## config.mk

```make
export PLATFORM = sky130hd
export DESIGN_NAME = alarm_ctrl
export DESIGN_NICKNAME = d
export VERILOG_FILES = /design/src/rtl/alarm_ctrl.sv
export SDC_FILE = /design/constraint.sdc
export NUM_CORES = 1
export LEC_CHECK = 0
export CAP_MARGIN = 25
export CORE_MARGIN = 8
export CORE_UTILIZATION = 55
export DETAILED_ROUTE_END_ITERATION = 7
export PLACE_DENSITY = 0.8
export REMOVE_ABC_BUFFERS = 1
export SYNTH_ARGS = -nofsm -noshare
export SYNTH_HDL_FRONTEND = slang
export SYNTH_SLANG_ARGS = --single-unit
```

## constraint.sdc

```tcl
create_clock -name Clk -period 2.5 [get_ports Clk]
set_input_delay 0.5 -clock Clk [delete_from_list [all_inputs] [get_ports Clk]]
set_output_delay 0.5 -clock Clk [all_outputs]
set_load 0.05 [all_outputs]
```

## src/rtl/alarm_ctrl.sv

```systemverilog
// Alarm-side controller: alarm time registers plus the ring / snooze / dismiss FSM
// that drives the buzzer from the time/alarm comparator's level match.
module alarm_ctrl #(
    parameter int RING_SECS   = 60,
    parameter int SNOOZE_SECS = 540,
    parameter int MAX_SNOOZE  = 3
) (
    input  logic       Clk,
    input  logic       Reset,
    input  logic       sec_tick,
    input  logic       match,
    input  logic       alarm_on,
    input  logic       set_mode,
    input  logic       min_inc,
    input  logic       hrs_inc,
    input  logic       snooze,
    input  logic       dismiss,
    output logic [6:0] amin,
    output logic [6:0] ahrs,
    output logic       ring,
    output logic       snoozing,
    output logic [1:0] snooze_cnt
);

    localparam int RW = (RING_SECS > 1) ? $clog2(RING_SECS) : 1;
    localparam int SW = $clog2(SNOOZE_SECS + 1);
    localparam logic [RW-1:0] RING_LAST = RW'(RING_SECS - 1);
    localparam logic [SW-1:0] SNZ_LOAD  = SW'(SNOOZE_SECS);
    localparam logic [1:0]    MAX_CNT   = 2'(MAX_SNOOZE);

    typedef enum logic [1:0] {IDLE, RINGING, SNOOZE, DONE} state_t;

    state_t        state_q, state_d;
    logic [RW-1:0] rtmr_q, rtmr_d;
    logic [SW-1:0] stmr_q, stmr_d;
    logic [1:0]    cnt_q, cnt_d;
    logic [6:0]    amin_q, amin_d;
    logic [6:0]    ahrs_q, ahrs_d;
    logic          match_d_q;
    logic          ring_q, ring_d;
    logic          snz_q, snz_d;
    logic          trig;

    always_ff @(posedge Clk or posedge Reset) begin
        if (Reset) begin
            state_q   <= IDLE;
            rtmr_q    <= '0;
            stmr_q    <= '0;
            cnt_q     <= '0;
            amin_q    <= '0;
            ahrs_q    <= '0;
            match_d_q <= 1'b1;
            ring_q    <= 1'b0;
            snz_q     <= 1'b0;
        end else begin
            state_q   <= state_d;
            rtmr_q    <= rtmr_d;
            stmr_q    <= stmr_d;
            cnt_q     <= cnt_d;
            amin_q    <= amin_d;
            ahrs_q    <= ahrs_d;
            match_d_q <= match;
            ring_q    <= ring_d;
            snz_q     <= snz_d;
        end
    end

    always_comb begin
        amin_d = amin_q;
        ahrs_d = ahrs_q;
        if (set_mode) begin
            if (min_inc) amin_d = (amin_q == 7'd59) ? '0 : amin_q + 7'd1;
            if (hrs_inc) ahrs_d = (ahrs_q == 7'd23) ? '0 : ahrs_q + 7'd1;
        end
    end

    always_comb begin
        state_d = state_q;
        rtmr_d  = rtmr_q;
        stmr_d  = stmr_q;
        cnt_d   = cnt_q;
        trig    = match & ~match_d_q & alarm_on & ~set_mode;

        // Disarm or edit forces IDLE but keeps the snooze count for that cycle.
        if (!alarm_on || set_mode) begin
            state_d = IDLE;
            rtmr_d  = '0;
            stmr_d  = '0;
        end else begin
            case (state_q)
                IDLE: begin
                    rtmr_d = '0;
                    cnt_d  = '0;
                    if (trig) state_d = RINGING;
                end
                RINGING: begin
                    if (dismiss) begin
                        state_d = DONE;
                    end else if (snooze && (cnt_q < MAX_CNT)) begin
                        state_d = SNOOZE;
                        stmr_d  = SNZ_LOAD;
                        cnt_d   = cnt_q + 2'd1;
                    end else if (sec_tick) begin
                        if (rtmr_q == RING_LAST) state_d = DONE;
                        else                     rtmr_d  = rtmr_q + RW'(1);
                    end
                end
                SNOOZE: begin
                    if (dismiss) begin
                        state_d = DONE;
                    end else if (sec_tick) begin
                        if (stmr_q == SW'(1)) begin
                            state_d = RINGING;
                            rtmr_d  = '0;
                        end else begin
                            stmr_d = stmr_q - SW'(1);
                        end
                    end
                end
                DONE: begin
                    rtmr_d = '0;
                    stmr_d = '0;
                    if (!match) state_d = IDLE;
                end
                default: state_d = IDLE;
            endcase
        end

        ring_d = (state_d == RINGING);
        snz_d  = (state_d == SNOOZE);
    end

    assign amin       = amin_q;
    assign ahrs       = ahrs_q;
    assign ring       = ring_q;
    assign snoozing   = snz_q;
    assign snooze_cnt = cnt_q;

endmodule

```

Word-level counts from Yosys, hierarchy flattened
Cells that the tools add are included.
{"block": "classes", "div_mod_pow": 0, "order_cmp": 1, "eq_ne": 20, "mul": 0, "n_shift": 0, "addsub": 5, "n_bitwise": 6, "n_reduce_logical": 12, "n_mux": 32}
{"operator": "10-bit 2-to-1 mux", "count": 6}
{"operator": "6-bit 2-to-1 mux", "count": 8}
{"operator": "10-bit one-hot mux with 3 select lines", "count": 1}
{"operator": "3-bit != test (second input constant)", "count": 9}
{"operator": "2-bit 2-to-1 mux", "count": 12}
{"operator": "6-bit one-hot mux with 3 select lines", "count": 1}
{"operator": "7-bit by 1-bit adder with 7-bit output (second input constant)", "count": 2}
{"operator": "7-bit 2-to-1 mux", "count": 2}
{"operator": "10-bit by 1-bit equality test with 1-bit output (second input constant)", "count": 1}
{"operator": "10-bit by 1-bit subtractor with 10-bit output (second input constant)", "count": 1}
{"operator": "2-bit one-hot mux with 4 select lines", "count": 1}
{"operator": "7-bit by 5-bit equality test with 1-bit output (second input constant)", "count": 1}
{"operator": "7-bit by 6-bit equality test with 1-bit output (second input constant)", "count": 1}
{"operator": "7-bit AND reduction", "count": 1}
{"operator": "6-bit by 1-bit adder with 6-bit output (second input constant)", "count": 1}
{"operator": "2-bit equality test (second input constant)", "count": 3}
{"operator": "6-bit equality test (second input constant)", "count": 1}
{"operator": "6-bit AND reduction", "count": 1}
{"operator": "2-bit by 1-bit equality test with 1-bit output (second input constant)", "count": 2}
{"operator": "2-bit != test (second input constant)", "count": 2}
{"operator": "2-bit one-hot mux with 2 select lines", "count": 1}
{"operator": "2-bit AND reduction", "count": 2}
{"operator": "4-bit AND reduction", "count": 1}
{"operator": "4-bit nonzero test", "count": 1}
{"operator": "other kinds (10)", "count": 14}
{"block": "word_totals", "out_inout_bits": 18, "mem_count": 0, "latchBits": 0, "elab_cells": 85, "in_bits": 10, "ramBits": 0, "romBits": 0, "regBits": 37}

Longest topological paths before layout
Gate-level depths: netlist of the first run.
{"block": "depth", "word_depth": 8, "ltp_mapped": 7, "mapped_depth_nobuf": 7}

Worst setup path after synthesis of the first run
Ideal clock, no wire load.
{"block": "synth_path", "kind": "reg-to-reg", "startpoint": "register cnt_q[0] (netlist: snooze_cnt[0])", "endpoint": "register ring_q (netlist: ring)", "n_path_buf": 0, "path_slack_ns": 0.525, "synth_period_minus_slack_ns": 1.975, "arrival_ns": 1.856, "required_ns": 2.381, "setup_time_ns": 0.119, "path_stages_with_launch": 7, "path_cell_list": "dfrtp_1 -> ha_1 -> or3b_2 -> mux2i_1 -> a22oi_1 -> o311a_1 -> and2_1"}
{"block": "synth_via", "elab_chain_len": 7}
{"element": "from (decl)", "line": "36", "source": "logic [1:0] cnt_q, cnt_d;"}
{"element": "from (signal assigned)", "line": "59", "source": "cnt_q <= cnt_d;"}
{"element": "2-bit < comparator", "line": "99", "source": "end else if (snooze && (cnt_q < MAX_CNT)) begin"}
{"element": "1-bit logical AND", "line": "99"}
{"element": "2-bit 2-to-1 mux", "line": "99"}
{"element": "2-bit 2-to-1 mux", "line": "97", "source": "if (dismiss) begin"}
{"element": "2-bit one-hot mux with 4 select lines", "line": "90", "source": "case (state_q)"}
{"element": "2-bit 2-to-1 mux", "line": "85", "source": "if (!alarm_on || set_mode) begin"}
{"element": "via state_d[0]", "line": "33", "source": "state_t state_q, state_d;"}
{"element": "2-bit by 1-bit equality test with 1-bit output", "line": "129", "source": "ring_d = (state_d == RINGING);"}
{"element": "via ring_d", "line": "40", "source": "logic ring_q, ring_d;"}
{"element": "to (signal assigned)", "line": "63", "source": "ring_q <= ring_d;"}
{"element": "to (decl)", "line": "40"}
The timed path passes the listed nets, and every way through them passes these cells.
A chain may end at the register's enable or synchronous reset.

Worst setup path in the final report of the first run
{"block": "layout_path", "startpoint": "input port set_mode", "endpoint": "register stmr_q[7]"}
{"block": "layout_via", "elab_chain_len": 3, "elab_cells_between_ends": 9}
{"element": "from (decl)", "line": "13", "source": "input logic set_mode,"}
{"element": "1-bit logical OR (*)", "line": "85"}
{"element": "3-bit != test (no source line) / 4-bit nonzero test (equally long branches)"}
{"element": "6-bit AND reduction (no source line)"}
{"element": "to (signal assigned)", "line": "58", "source": "stmr_q <= stmr_d;"}
{"element": "to (decl)", "line": "35", "source": "logic [SW-1:0] stmr_q, stmr_d;"}
Mark *: on every way between the ends. The rest lies on a longest branch, timed or not.

==> impl_summary.log, run 1 <==
[metrics] Slowest cell on crit path: sky130_fd_sc_hd__clkdlybuf4s50_1
[metrics] # diodes: 0
[metrics] final wirelength: 4610 um
[metrics] final weighted congestion in routability-driven placement: 0.880
[metrics] overall power of the completed layout: 2.04 mW
[metrics] category of the critical setup timing path: in -> reg
[metrics] CP Max Fanout: 7
[metrics] Std-Cell Rows: 22
[metrics] cts-stage hold buffer count: 0
[metrics] Routed WL per cell: 14.9 um
[metrics] number of nets with antenna violations after routing: 0
[metrics] Highest Clock Rate: 0.471 GHz
[metrics] Synth area leaders: sky130_fd_sc_hd__dfrtp_1, sky130_fd_sc_hd__o21ai_0, sky130_fd_sc_hd__ha_1
[metrics] via total after detailed routing: 1,832
[metrics] Cell Pwr Density: 786 nW/um2
[metrics] Fillers: 284
[metrics] area share of the leading cell type in the synthesized netlist: 0.426
[metrics] number of flip-flops and latches in the synthesized netlist: 37
[metrics] hold violation count in the final report: 0
[metrics] post-cts gate resize count: 0
[metrics] count of flip-flops with a built-in enable after synthesis: 0
[metrics] placeable core region: 3690 um2
[metrics] worst min-delay path class: reg -> reg
[metrics] wire length on met3: 297 um
[metrics] synthesis-to-finish area growth: 23.0%
[metrics] pin count of the biggest net entering global routing: 38
[metrics] final routed DRC violation total: 0
[metrics] initial antenna violation count: 0
[metrics] effective utilization at floorplan: 0.573
[metrics] most frequent cells after synthesis: sky130_fd_sc_hd__dfrtp_1, sky130_fd_sc_hd__o21ai_0, sky130_fd_sc_hd__nand2_1, sky130_fd_sc_hd__nor2_1, sky130_fd_sc_hd__nand3_1
[metrics] router iterations before antenna repair: 4
[metrics] fin crit share: 0.849
[metrics] arrival time at the worst endpoint: 2.30 ns
[metrics] data required time at the worst endpoint: 2.68 ns
[metrics] Worst slew margin: 0.649
[metrics] post-synthesis instance total: 224
[metrics] clock sinks: 37
[metrics] Leakage Power: 1.11 nW
[metrics] Synth async-reset ratio: 1.00
[metrics] buffers inserted by post-CTS timing repair: 0
[metrics] Setup Total Neg Slack: 0 ns
[metrics] buffer and inverter count on the worst path: 1
[metrics] VDD IR-drop max: 0.000665 V
[metrics] family of cells with the greatest summed delay on the critical path: simple AND/OR/NAND/NOR gates
[metrics] number of buffers added on ports: 27
[metrics] Yosys top cell by area: sky130_fd_sc_hd__dfrtp_1
[metrics] length of routed wiring on met1: 2230 um
[metrics] number of top-level pins: 28
[metrics] Avg Synthesized Cell Area: 9.43 um2
[metrics] post-layout min period: 2.12 ns
[metrics] sort of element at the end of the critical path: flop
[metrics] global-route usage over all layers: 0.159
[metrics] DRC violation total after the first TritonRoute iteration: 169
[metrics] Hold Slack: 0.503 ns
[metrics] count of final max-slew check failures: 0
[metrics] # nets final: 277
[metrics] Crit path largest cell delay: 0.57 ns
[metrics] outcome: finished, final reports clean
[metrics] length of routed met2 wiring: 2030 um
[metrics] clock slew at reported path FFs: 0.07 ns
[metrics] library cells used by synthesis: 54
[metrics] H-tree levels: 2
[metrics] critical-path cell list: clkdlybuf4s50_1 -> nand2b_2 -> nor2_1 -> a22o_1 -> or3_4 -> o41ai_1
[metrics] wire length of the first global-routing pass: 7940 um
[metrics] CTS Root Cell: sky130_fd_sc_hd__clkbuf_8
[metrics] leftover overflow at the end of global routing: 0
[metrics] Setup violations, final: 0
[metrics] sequential share of the synthesized area: 0.439
[metrics] vias in the first global route: 1,726
[metrics] CP startpoint kind: primary input
[metrics] ys flop type: sky130_fd_sc_hd__dfrtp_1
[metrics] DP HPWL: 3440 um
[metrics] clock tree from TritonCTS: built
[metrics] count of maximum capacitance violations: 0
[metrics] DIE WIDTH: 78.0 um
[metrics] share of final-layout standard cells stronger than drive strength 1: 0.130
[metrics] Via density: 5.91
[metrics] summed instance area of the synthesized netlist: 2110 um2
[metrics] Longest Clk Path Bufs: 2
[metrics] top layer in use: met4
[metrics] setup repair after global routing missed its margin: false
[metrics] die height: 78.0 um
[metrics] clock insertion delay at the later pin of the skew report: 0.29 ns
[metrics] die area: 6080 um2
[metrics] CTS buffer count: 5
[metrics] Synthesis Warnings: 0
[metrics] clk_skew: 0.00547 ns
[metrics] measured slew at the worst slew-check pin: 0.525 ns
-- cell families after synthesis --
kind of cell,after synthesis,share of synthesized area
AO/OA/AOI/OAI,76,0.231
XOR/XNOR,5,0.0207
adder cells (fa/ha/maj),6,0.0355
buffers and inverters,12,0.0237
flip-flops,37,0.439
multiplexers,3,0.0154
AND/OR/NAND/NOR,85,0.234
-- state kept, by name, indices dropped and copies added, names as in the netlist --
signal / count
amin: 7
snooze_cnt: 2
match_d_q: 1
ahrs: 7
rtmr_q: 6
stmr_q: 10
ring: 1
snoozing: 1
state_q: 2
-- through the flow --
stage | setup WS [ns] | instances | cell area, um2 | utilization
after detailed placement | 0.0821 | 302 | 2480 | 0.673
after global routing | 0.284 | 310 | 2600 | 0.705
after floorplan | 0.431 | 218 | 2090 | -
after global placement | 0.162 | 302 | 2480 | 0.673
final | 0.376 | 310 | 2600 | 0.705
after CTS | 0.368 | 310 | 2600 | 0.705
-- cells in the final DEF (no fill, tap or decap), types with 2 or more instances in the layout --
| master | Yosys | layout |
|---|---|---|
| sky130_fd_sc_hd__nand3_1 | 11 | 11 |
| sky130_fd_sc_hd__a21o_1 | 2 | 2 |
| sky130_fd_sc_hd__o21a_1 | 2 | 2 |
| sky130_fd_sc_hd__clkbuf_8 | 0 | 6 |
| sky130_fd_sc_hd__a22o_1 | 2 | 2 |
| sky130_fd_sc_hd__nand2b_1 | 5 | 5 |
| sky130_fd_sc_hd__a22oi_1 | 2 | 2 |
| sky130_fd_sc_hd__or2_2 | 2 | 2 |
| sky130_fd_sc_hd__mux2_2 | 2 | 2 |
| sky130_fd_sc_hd__nor4_2 | 2 | 2 |
| sky130_fd_sc_hd__or3_4 | 2 | 2 |
| sky130_fd_sc_hd__ha_1 | 6 | 6 |
| sky130_fd_sc_hd__o31ai_1 | 9 | 9 |
| sky130_fd_sc_hd__o21ai_1 | 2 | 2 |
| sky130_fd_sc_hd__a21oi_1 | 6 | 6 |
| sky130_fd_sc_hd__xnor2_1 | 2 | 2 |
| sky130_fd_sc_hd__nor2b_1 | 6 | 6 |
| sky130_fd_sc_hd__or3b_2 | 2 | 2 |
| sky130_fd_sc_hd__nor2_1 | 13 | 13 |
| sky130_fd_sc_hd__xor2_1 | 3 | 3 |
| sky130_fd_sc_hd__o41ai_1 | 2 | 2 |
| sky130_fd_sc_hd__buf_4 | 1 | 9 |
| sky130_fd_sc_hd__clkdlybuf4s50_1 | 0 | 27 |
| sky130_fd_sc_hd__nand2_1 | 17 | 17 |
| sky130_fd_sc_hd__o311a_1 | 2 | 2 |
| sky130_fd_sc_hd__nand4_1 | 4 | 4 |
| sky130_fd_sc_hd__and3_1 | 3 | 3 |
| sky130_fd_sc_hd__o21ai_0 | 36 | 36 |
| sky130_fd_sc_hd__a31oi_1 | 2 | 2 |
| sky130_fd_sc_hd__inv_1 | 6 | 6 |
| sky130_fd_sc_hd__dfrtp_1 | 36 | 36 |
| sky130_fd_sc_hd__nor3_1 | 7 | 7 |
-- metal layers --
metal | vias up | global-route usage
met5 | - | 0
met4 | 0 | 0.0796
met3 | 6 | 0.0518
met2 | 58 | 0.230
met1 | 851 | 0.209
li1 | 917 | -
-- layout make-up --
type	instances	area, um2	area share
Sequential cell	37	927	0.357
Multi-Input combinational cell	175	1140	0.437
Clock inverter	1	30.0	0.0115
Clock buffer	7	86.3	0.0332
Inverter	6	22.5	0.00866
Timing Repair Buffer	36	338	0.130
Tap cell	48	60.1	0.0231
-- path summary, 6_finish.rpt --
check	to	slack (ns)	startpoint	cells past startpoint
worst min-delay path	rtmr_q[5]	0.50	rtmr_q[5]	1
max in group asynchronous	match_d_q	1.53	Reset	3
worst max register to register	stmr_q[9]	0.47	stmr_q[2]	5
worst max-delay path	stmr_q[7]	0.38	set_mode	6
worst min register to register	rtmr_q[5]	0.50	rtmr_q[5]	1
min in group asynchronous	amin[2]	0.60	Reset	3
-- report_power, final --
part	internal [mW]	switching, mW
Sequential	0.686	0.123
Clock	0.325	0.211
Combinational	0.254	0.444
Power figures use the tool's default switching activity.
==> run 2, diff against run 1 <==
Settings changed: CORE_UTILIZATION 55 to 49, PLACE_DENSITY 0.8 to 0.75.
Clock period 2.5 ns to 1.7 ns, I/O delays scaled along.
==> impl_summary.log, run 2 (synthesis gave the netlist of run 1 again) <==
[metrics] outcome: finished, violations left
[metrics] violations in the final reports: negative setup slack
[metrics] die height: 81.7 um (+4.7%)
[metrics] H-tree levels: 2 (unchanged)
[metrics] Internal: 1.78 mW (+41%)
[metrics] Fillers: 300 (+5.6%)
[metrics] router iterations before antenna repair: 4 (unchanged)
[metrics] synthesis-to-finish area growth: 47.6%
[metrics] number of top-level pins: 28 (unchanged)
[metrics] data required time at the worst endpoint: 1.88 ns (-0.80 ns)
[metrics] VDD IR-drop max: 0.00104 V (+57%)
[metrics] commonest cells after routing, fill and taps aside: sky130_fd_sc_hd__buf_4, sky130_fd_sc_hd__dfrtp_1, sky130_fd_sc_hd__o21ai_0, sky130_fd_sc_hd__nand2_1
[metrics] # diodes: 0 (unchanged)
[metrics] clock tree from TritonCTS: built
[metrics] Highest Clock Rate: 0.520 GHz
[metrics] Reg with most FFs: stmr_q
[metrics] hold violation count in the final report: 0 (unchanged)
[metrics] measured slew at the worst slew-check pin: 0.360 ns (-0.166 ns)
[metrics] DRC violation total after the first TritonRoute iteration: 179 (+5.9%)
[metrics] wire length of the first global-routing pass: 9190 um (+16%)
[metrics] Leakage Power: 1.46 nW (+32%)
[metrics] reg-to-reg slack, setup: -0.22 ns (-0.69 ns)
[metrics] leftover overflow at the end of global routing: 0 (unchanged)
[metrics] CP Max Fanout: 4 (-3)
[metrics] count of maximum capacitance violations: 0 (unchanged)
[metrics] global-route usage over all layers: 0.175 (+0.0159)
[metrics] combinational fraction of design power: 0.404 (+0.063)
[metrics] CP Capture Point: stmr_q[9]
[metrics] length of routed wiring on met1: 2670 um (+20%)
[metrics] length of routed met2 wiring: 2670 um (+32%)
[metrics] pin count of the biggest net entering global routing: 16 (-58%)
[metrics] clock sinks: 37 (unchanged)
[metrics] clock insertion delay at the later pin of the skew report: 0.30 ns (about the same)
[metrics] wire length on met3: 296 um (-0.34%)
[metrics] fin crit share: 1.13
[metrics] final wirelength: 5720 um (+24%)
[metrics] arrival time at the worst endpoint: 2.11 ns (-0.19 ns)
[metrics] number of buffers added on ports: 27 (unchanged)
[metrics] share of final-layout standard cells stronger than drive strength 1: 0.408 (+0.278)
[metrics] Post-Layout Cell Count: 361 (+16%)
[metrics] final routed DRC violation total: 0 (unchanged)
[metrics] CTS buffer count: 5 (unchanged)
[metrics] Routed WL per cell: 15.8 um (+6.6%)
[metrics] Flop pwr share: 0.392 (-0.004)
[metrics] reg-to-reg critical path endpoint: stmr_q[9]
[metrics] number of flip-flops under the largest register name: 10 (unchanged)
[metrics] Via density: 5.83 (-1.3%)
[metrics] DP HPWL: 3960 um (+15%)
[metrics] final weighted congestion in routability-driven placement: 0.836 (-5.0%)
[metrics] total instance count after detailed placement: 347 (+15%)
[metrics] initial antenna violation count: 0 (unchanged)
[metrics] Cell Pwr Density: 965 nW/um2 (+23%)
[metrics] sw frac: 0.409 (+0.0285)
[metrics] CTS Root Cell: sky130_fd_sc_hd__clkbuf_8
[metrics] sort of element at the end of the critical path: flop
[metrics] CP startpoint kind: flop
[metrics] post-layout min period: 1.92 ns
[metrics] Worst Slack Setup Final: -0.225 ns (-0.601 ns)
[metrics] net switching component of the power: 1.23 mW (+58%)
[metrics] DIE WIDTH: 81.7 um (+4.7%)
[metrics] clock power share: 0.203 (-0.059)
[metrics] placeable core region: 4260 um2 (+16%)
[metrics] category of the critical setup timing path: reg -> reg
[metrics] number of cells on the worst reg-to-reg path: 5 (unchanged)
[metrics] worst-case setup slack after placement: -0.488 ns (-0.570 ns)
[metrics] vias in the first global route: 2,049 (+19%)
[metrics] top layer in use: met4
[metrics] Setup Total Neg Slack: -1.38 ns (-1.38 ns)
[metrics] commonest non-fill, non-tap cell in the layout: sky130_fd_sc_hd__buf_4
[metrics] Worst slew margin: 0.758 (+0.110)
[metrics] clk_skew: 0.00681 ns (+0.00133 ns)
[metrics] # nets final: 324 (+17%)
[metrics] effective utilization at floorplan: 0.496 (-0.0773)
[metrics] Std-Cell Rows: 24 (+9.1%)
[metrics] Critical Path Start: stmr_q[2]
[metrics] die area: 6670 um2 (+9.7%)
[metrics] count of final max-slew check failures: 0 (unchanged)
[metrics] Longest Clk Path Bufs: 2 (unchanged)
[metrics] clock slew at reported path FFs: 0.08 ns (about the same)
[metrics] Setup violations, final: 13 (+13)
[metrics] setup repair after global routing missed its margin: true
[metrics] via total after detailed routing: 2,106 (+15%)
[metrics] number of nets with antenna violations after routing: 0 (unchanged)
[metrics] worst min-delay path class: in -> async
[metrics] FF-to-FF Start: stmr_q[2]
[run 2: cell count changes in the layout (fill, tap and decap cells not counted), moves of 4 or more]
cell	change
sky130_fd_sc_hd__buf_4	+60
sky130_fd_sc_hd__o21ai_1	+5
sky130_fd_sc_hd__clkdlybuf4s50_1	-21
sky130_fd_sc_hd__o31ai_1	-4
sky130_fd_sc_hd__nor2b_1	-4
sky130_fd_sc_hd__o21ai_0	-8
[run 2: final cells by class]
cell class / instances / area [um2] / area share
clock buffers: 6 / 72.6 / 0.0233
clock inverters: 2 / 10.0 / 0.00321
inverters: 6 / 22.5 / 0.00722
multi-input cells: 175 / 1340 / 0.428
flip-flops and latches: 37 / 927 / 0.297
well taps: 52 / 65.1 / 0.0209
repair buffers: 83 / 686 / 0.220
[run 2: repair_timing]
item,4_1_cts,5_1_grt
buffers inserted,4,2
pin swaps,3,12
resized for setup,15,38
endpoints found under the setup margin,20,21
hold buffers,0,0
[run 2: critical path, cell delays in order (launching register included)]
cell and delay, ns:
sky130_fd_sc_hd__dfrtp_1 0.39, sky130_fd_sc_hd__or4_4 0.55, sky130_fd_sc_hd__or3_4 0.37, sky130_fd_sc_hd__o41a_1 0.32
sky130_fd_sc_hd__o21ai_1 0.11, sky130_fd_sc_hd__o21ai_1 0.08
[run 2: power by group through the flow]
stage	sequential, mW	clock [mW]	combinational (mW)
floorplan	1.57	0	0.285
global placement	1.19	0	1.15
detailed placement	1.19	0	1.18
CTS	1.18	0.621	1.20
global route	1.20	0.656	1.30
finish	1.18	0.612	1.22
[run 2: per-stage QoR]
step            util  area [um2]  power [mW]  hold slack (ns)
2_1_floorplan      -        2090        1.85            0.344
3_3_place_gp   0.651        2780        2.33            0.485
3_5_place_dp   0.651        2780        2.37            0.487
4_1_cts        0.690        2940        3.00            0.324
5_1_grt        0.732        3120        3.16            0.367
6_report       0.732        3120        3.01            0.321
[run 2: worst min-delay path by stage]
stage           endpoint       from  slack, ns
4_1_cts         snoozing      Reset       0.32
3_3_place_gp     ahrs[6]    ahrs[6]       0.48
3_5_place_dp   rtmr_q[5]  rtmr_q[5]       0.49
6_report         amin[1]      Reset       0.32
2_1_floorplan  match_d_q      match       0.34
5_1_grt          amin[1]      Reset       0.37
[run 2: per-layer routing]
layer	GRT usage	up-vias
met2	0.274	57
met3	0.0427	11
met4	0.0579	0
li1	-	1012
met1	0.232	1026
met5	0	-
==> run 3, diff against run 2 <==
Settings changed: CORE_UTILIZATION 49 to 55, PLACE_DENSITY 0.75 to 0.8, RECOVER_POWER set to 25.
Clock period 1.7 ns to 1.8 ns, I/O delays scaled along.
==> impl_summary.log, run 3 (synthesis gave the netlist of run 1 again) <==
[metrics] outcome: finished, violations left
[metrics] violations in the final reports: negative setup slack
[metrics] pin count of the biggest net entering global routing: 38 (+22)
[metrics] DP HPWL: 3870 um (-2.2%)
[metrics] Hold Crit Start: amin[6]
[metrics] Post-Layout Cell Count: 351 (-2.8%)
[metrics] Leakage Power: 1.38 nW (-5.5%)
[metrics] total instance count after detailed placement: 340 (-2.0%)
[metrics] category of the critical setup timing path: reg -> reg
[metrics] wire length of the first global-routing pass: 8810 um (-4.1%)
[metrics] Highest Clock Rate: 0.507 GHz (-2.5%)
[metrics] count of maximum capacitance violations: 0 (unchanged)
[metrics] CTS buffer count: 5 (unchanged)
[metrics] CP startpoint kind: flop
[metrics] synthesis-to-finish area growth: 40.1%
[metrics] cts-stage hold buffer count: 0 (unchanged)
[metrics] leftover overflow at the end of global routing: 0 (unchanged)
[metrics] Cell Pwr Density: 936 nW/um2 (-3.0%)
[metrics] DIE WIDTH: 78.0 um (-4.5%)
[metrics] final weighted congestion in routability-driven placement: 0.962 (+15%)
[metrics] Worst slew margin: 0.409 (-0.350)
[metrics] data required time at the worst endpoint: 2.01 ns (+0.13 ns)
[metrics] die height: 78.0 um (-4.5%)
[metrics] share of final-layout standard cells stronger than drive strength 1: 0.366 (-0.0414)
[metrics] VDD IR-drop max: 0.000931 V (-11%)
[metrics] effective utilization at floorplan: 0.573 (+0.0773)
[metrics] Via density: 5.96 (+2.1%)
[metrics] CTS Root Cell: sky130_fd_sc_hd__clkbuf_8
[metrics] clock tree from TritonCTS: built
[metrics] post-layout min period: 1.97 ns (+0.0489 ns)
[metrics] clock sinks: 37 (unchanged)
[metrics] setup repair after global routing missed its margin: true
[metrics] Worst Slack Setup Final: -0.174 ns (+0.0511 ns)
[metrics] Longest Clk Path Bufs: 2 (unchanged)
[metrics] Std-Cell Rows: 22 (-8.3%)
[metrics] Hold Slack: 0.506 ns (+0.184 ns)
[metrics] commonest cells after routing, fill and taps aside: sky130_fd_sc_hd__buf_4, sky130_fd_sc_hd__dfrtp_1, sky130_fd_sc_hd__o21ai_0, sky130_fd_sc_hd__nand2_1, sky130_fd_sc_hd__nor2_1
[metrics] initial antenna violation count: 0 (unchanged)
[metrics] Reg with most FFs: stmr_q
[metrics] # diodes: 0 (unchanged)
[metrics] global-route usage over all layers: 0.174 (-0.000613)
[metrics] count of final max-slew check failures: 0 (unchanged)
[metrics] worst min-delay path class: reg -> reg
[metrics] number of top-level pins: 28 (unchanged)
[metrics] router iterations before antenna repair: 4 (unchanged)
[metrics] final wirelength: 5690 um (-0.51%)
[metrics] Fillers: 246 (-18%)
[metrics] via total after detailed routing: 2,091 (-0.71%)
[metrics] clk_skew: 0.00833 ns (+0.00153 ns)
[metrics] CP Max Fanout: 5 (+1)
[metrics] fin crit share: 1.10 (-0.0357)
[metrics] Critical Path Start: stmr_q[2]
[metrics] measured slew at the worst slew-check pin: 0.887 ns (+0.527 ns)
[metrics] Setup violations, final: 6 (-7)
[metrics] # nets final: 318 (-1.9%)
[metrics] DRC violation total after the first TritonRoute iteration: 207 (+16%)
[metrics] commonest non-fill, non-tap cell in the layout: sky130_fd_sc_hd__buf_4
[metrics] hold violation count in the final report: 0 (unchanged)
[metrics] sort of element at the end of the critical path: flop
[metrics] H-tree levels: 2 (unchanged)
[metrics] placeable core region: 3690 um2 (-13%)
[metrics] die area: 6080 um2 (-8.8%)
[metrics] number of flip-flops under the largest register name: 10 (unchanged)
[metrics] arrival time at the worst endpoint: 2.18 ns (+0.07 ns)
[metrics] number of nets with antenna violations after routing: 0 (unchanged)
[metrics] worst-case setup slack after placement: -0.419 ns (+0.0695 ns)
[metrics] number of buffers added on ports: 27 (unchanged)
[metrics] clock slew at reported path FFs: 0.07 ns (about the same)
[metrics] Routed WL per cell: 16.2 um (+2.3%)
[metrics] vias in the first global route: 2,001 (-2.3%)
[metrics] clock insertion delay at the later pin of the skew report: 0.28 ns (-0.02 ns)
[metrics] FF-to-FF Start: stmr_q[2]
[metrics] Finished Core Util: 0.803 (+0.0711)
[metrics] final routed DRC violation total: 0 (unchanged)
-- run 3: changes by cell type in the layout (fill, tap and decap cells not counted), moves of 2 or more --
| cell | change |
|---|---|
| sky130_fd_sc_hd__nor2b_1 | +2 |
| sky130_fd_sc_hd__buf_12 | -2 |
| sky130_fd_sc_hd__o41ai_2 | +2 |
| sky130_fd_sc_hd__buf_6 | -2 |
| sky130_fd_sc_hd__nor2_1 | +2 |
| sky130_fd_sc_hd__buf_4 | -3 |
| sky130_fd_sc_hd__o31ai_1 | +2 |
| sky130_fd_sc_hd__clkinv_2 | -2 |
| sky130_fd_sc_hd__dlymetal6s2s_1 | -2 |
| sky130_fd_sc_hd__ha_1 | +2 |
-- run 3: layout make-up --
| class | instances | area, um2 | area share |
|---|---|---|---|
| well taps | 48 | 60.1 | 0.0203 |
| repair buffers | 77 | 599 | 0.202 |
| flip-flops and latches | 37 | 928 | 0.314 |
| inverters | 6 | 22.5 | 0.00761 |
| clock buffers | 8 | 90.1 | 0.0304 |
| multi-input cells | 175 | 1260 | 0.426 |
-- run 3: repair_timing --
item | CTS | global route
cloned | 0 | 0
pin swaps | 9 | 4
setup buffers | 2 | 1
resized for setup | 8 | 26
setup endpoints to repair | 14 | 19
-- run 3: final timing paths --
path	slack, ns	to	cells past startpoint
min in group asynchronous	0.79	ahrs[3]	3
setup / recovery	-0.17	stmr_q[9]	5
max in group asynchronous	0.41	state_q[0]	3
hold reg to reg	0.51	amin[6]	1
hold / removal	0.51	amin[6]	1
setup reg to reg	-0.17	stmr_q[9]	5
-- run 3: layer usage --
metal	routed length [um]	global-route usage	up-vias	part of all wire
li1	-	-	997	-
met1	2550	0.223	996	0.45
met3	340	0.0426	10	0.060
met5	0	0	-	0
met4	82	0.0630	0	0.014
met2	2720	0.279	88	0.48
-- run 3: per-stage QoR --
| step | instance area [um2] | power, mW | TNS (ns) |
|---|---|---|---|
| floorplan | 2090 | 1.75 | -1.57 |
| global placement | 2740 | 2.13 | -4.94 |
| detailed placement | 2740 | 2.15 | -5.81 |
| CTS | 2870 | 2.77 | -0.455 |
| global route | 2960 | 2.91 | -1.19 |
| finish | 2960 | 2.77 | -0.489 |
-- run 3: worst max-delay path, stage by stage, from the launching register on --
cell                      delay [ns]
sky130_fd_sc_hd__dfrtp_1        0.38
sky130_fd_sc_hd__or4_4          0.54
sky130_fd_sc_hd__or3_4          0.39
sky130_fd_sc_hd__nor3b_1        0.28
sky130_fd_sc_hd__o21ai_0        0.15
sky130_fd_sc_hd__o21ai_1        0.16
-- run 3: where the power goes --
part / internal [mW] / switching [mW] / total [mW]
Sequential: 0.954 / 0.168 / 1.12
Combinational: 0.385 / 0.668 / 1.05
Clock: 0.312 / 0.282 / 0.595
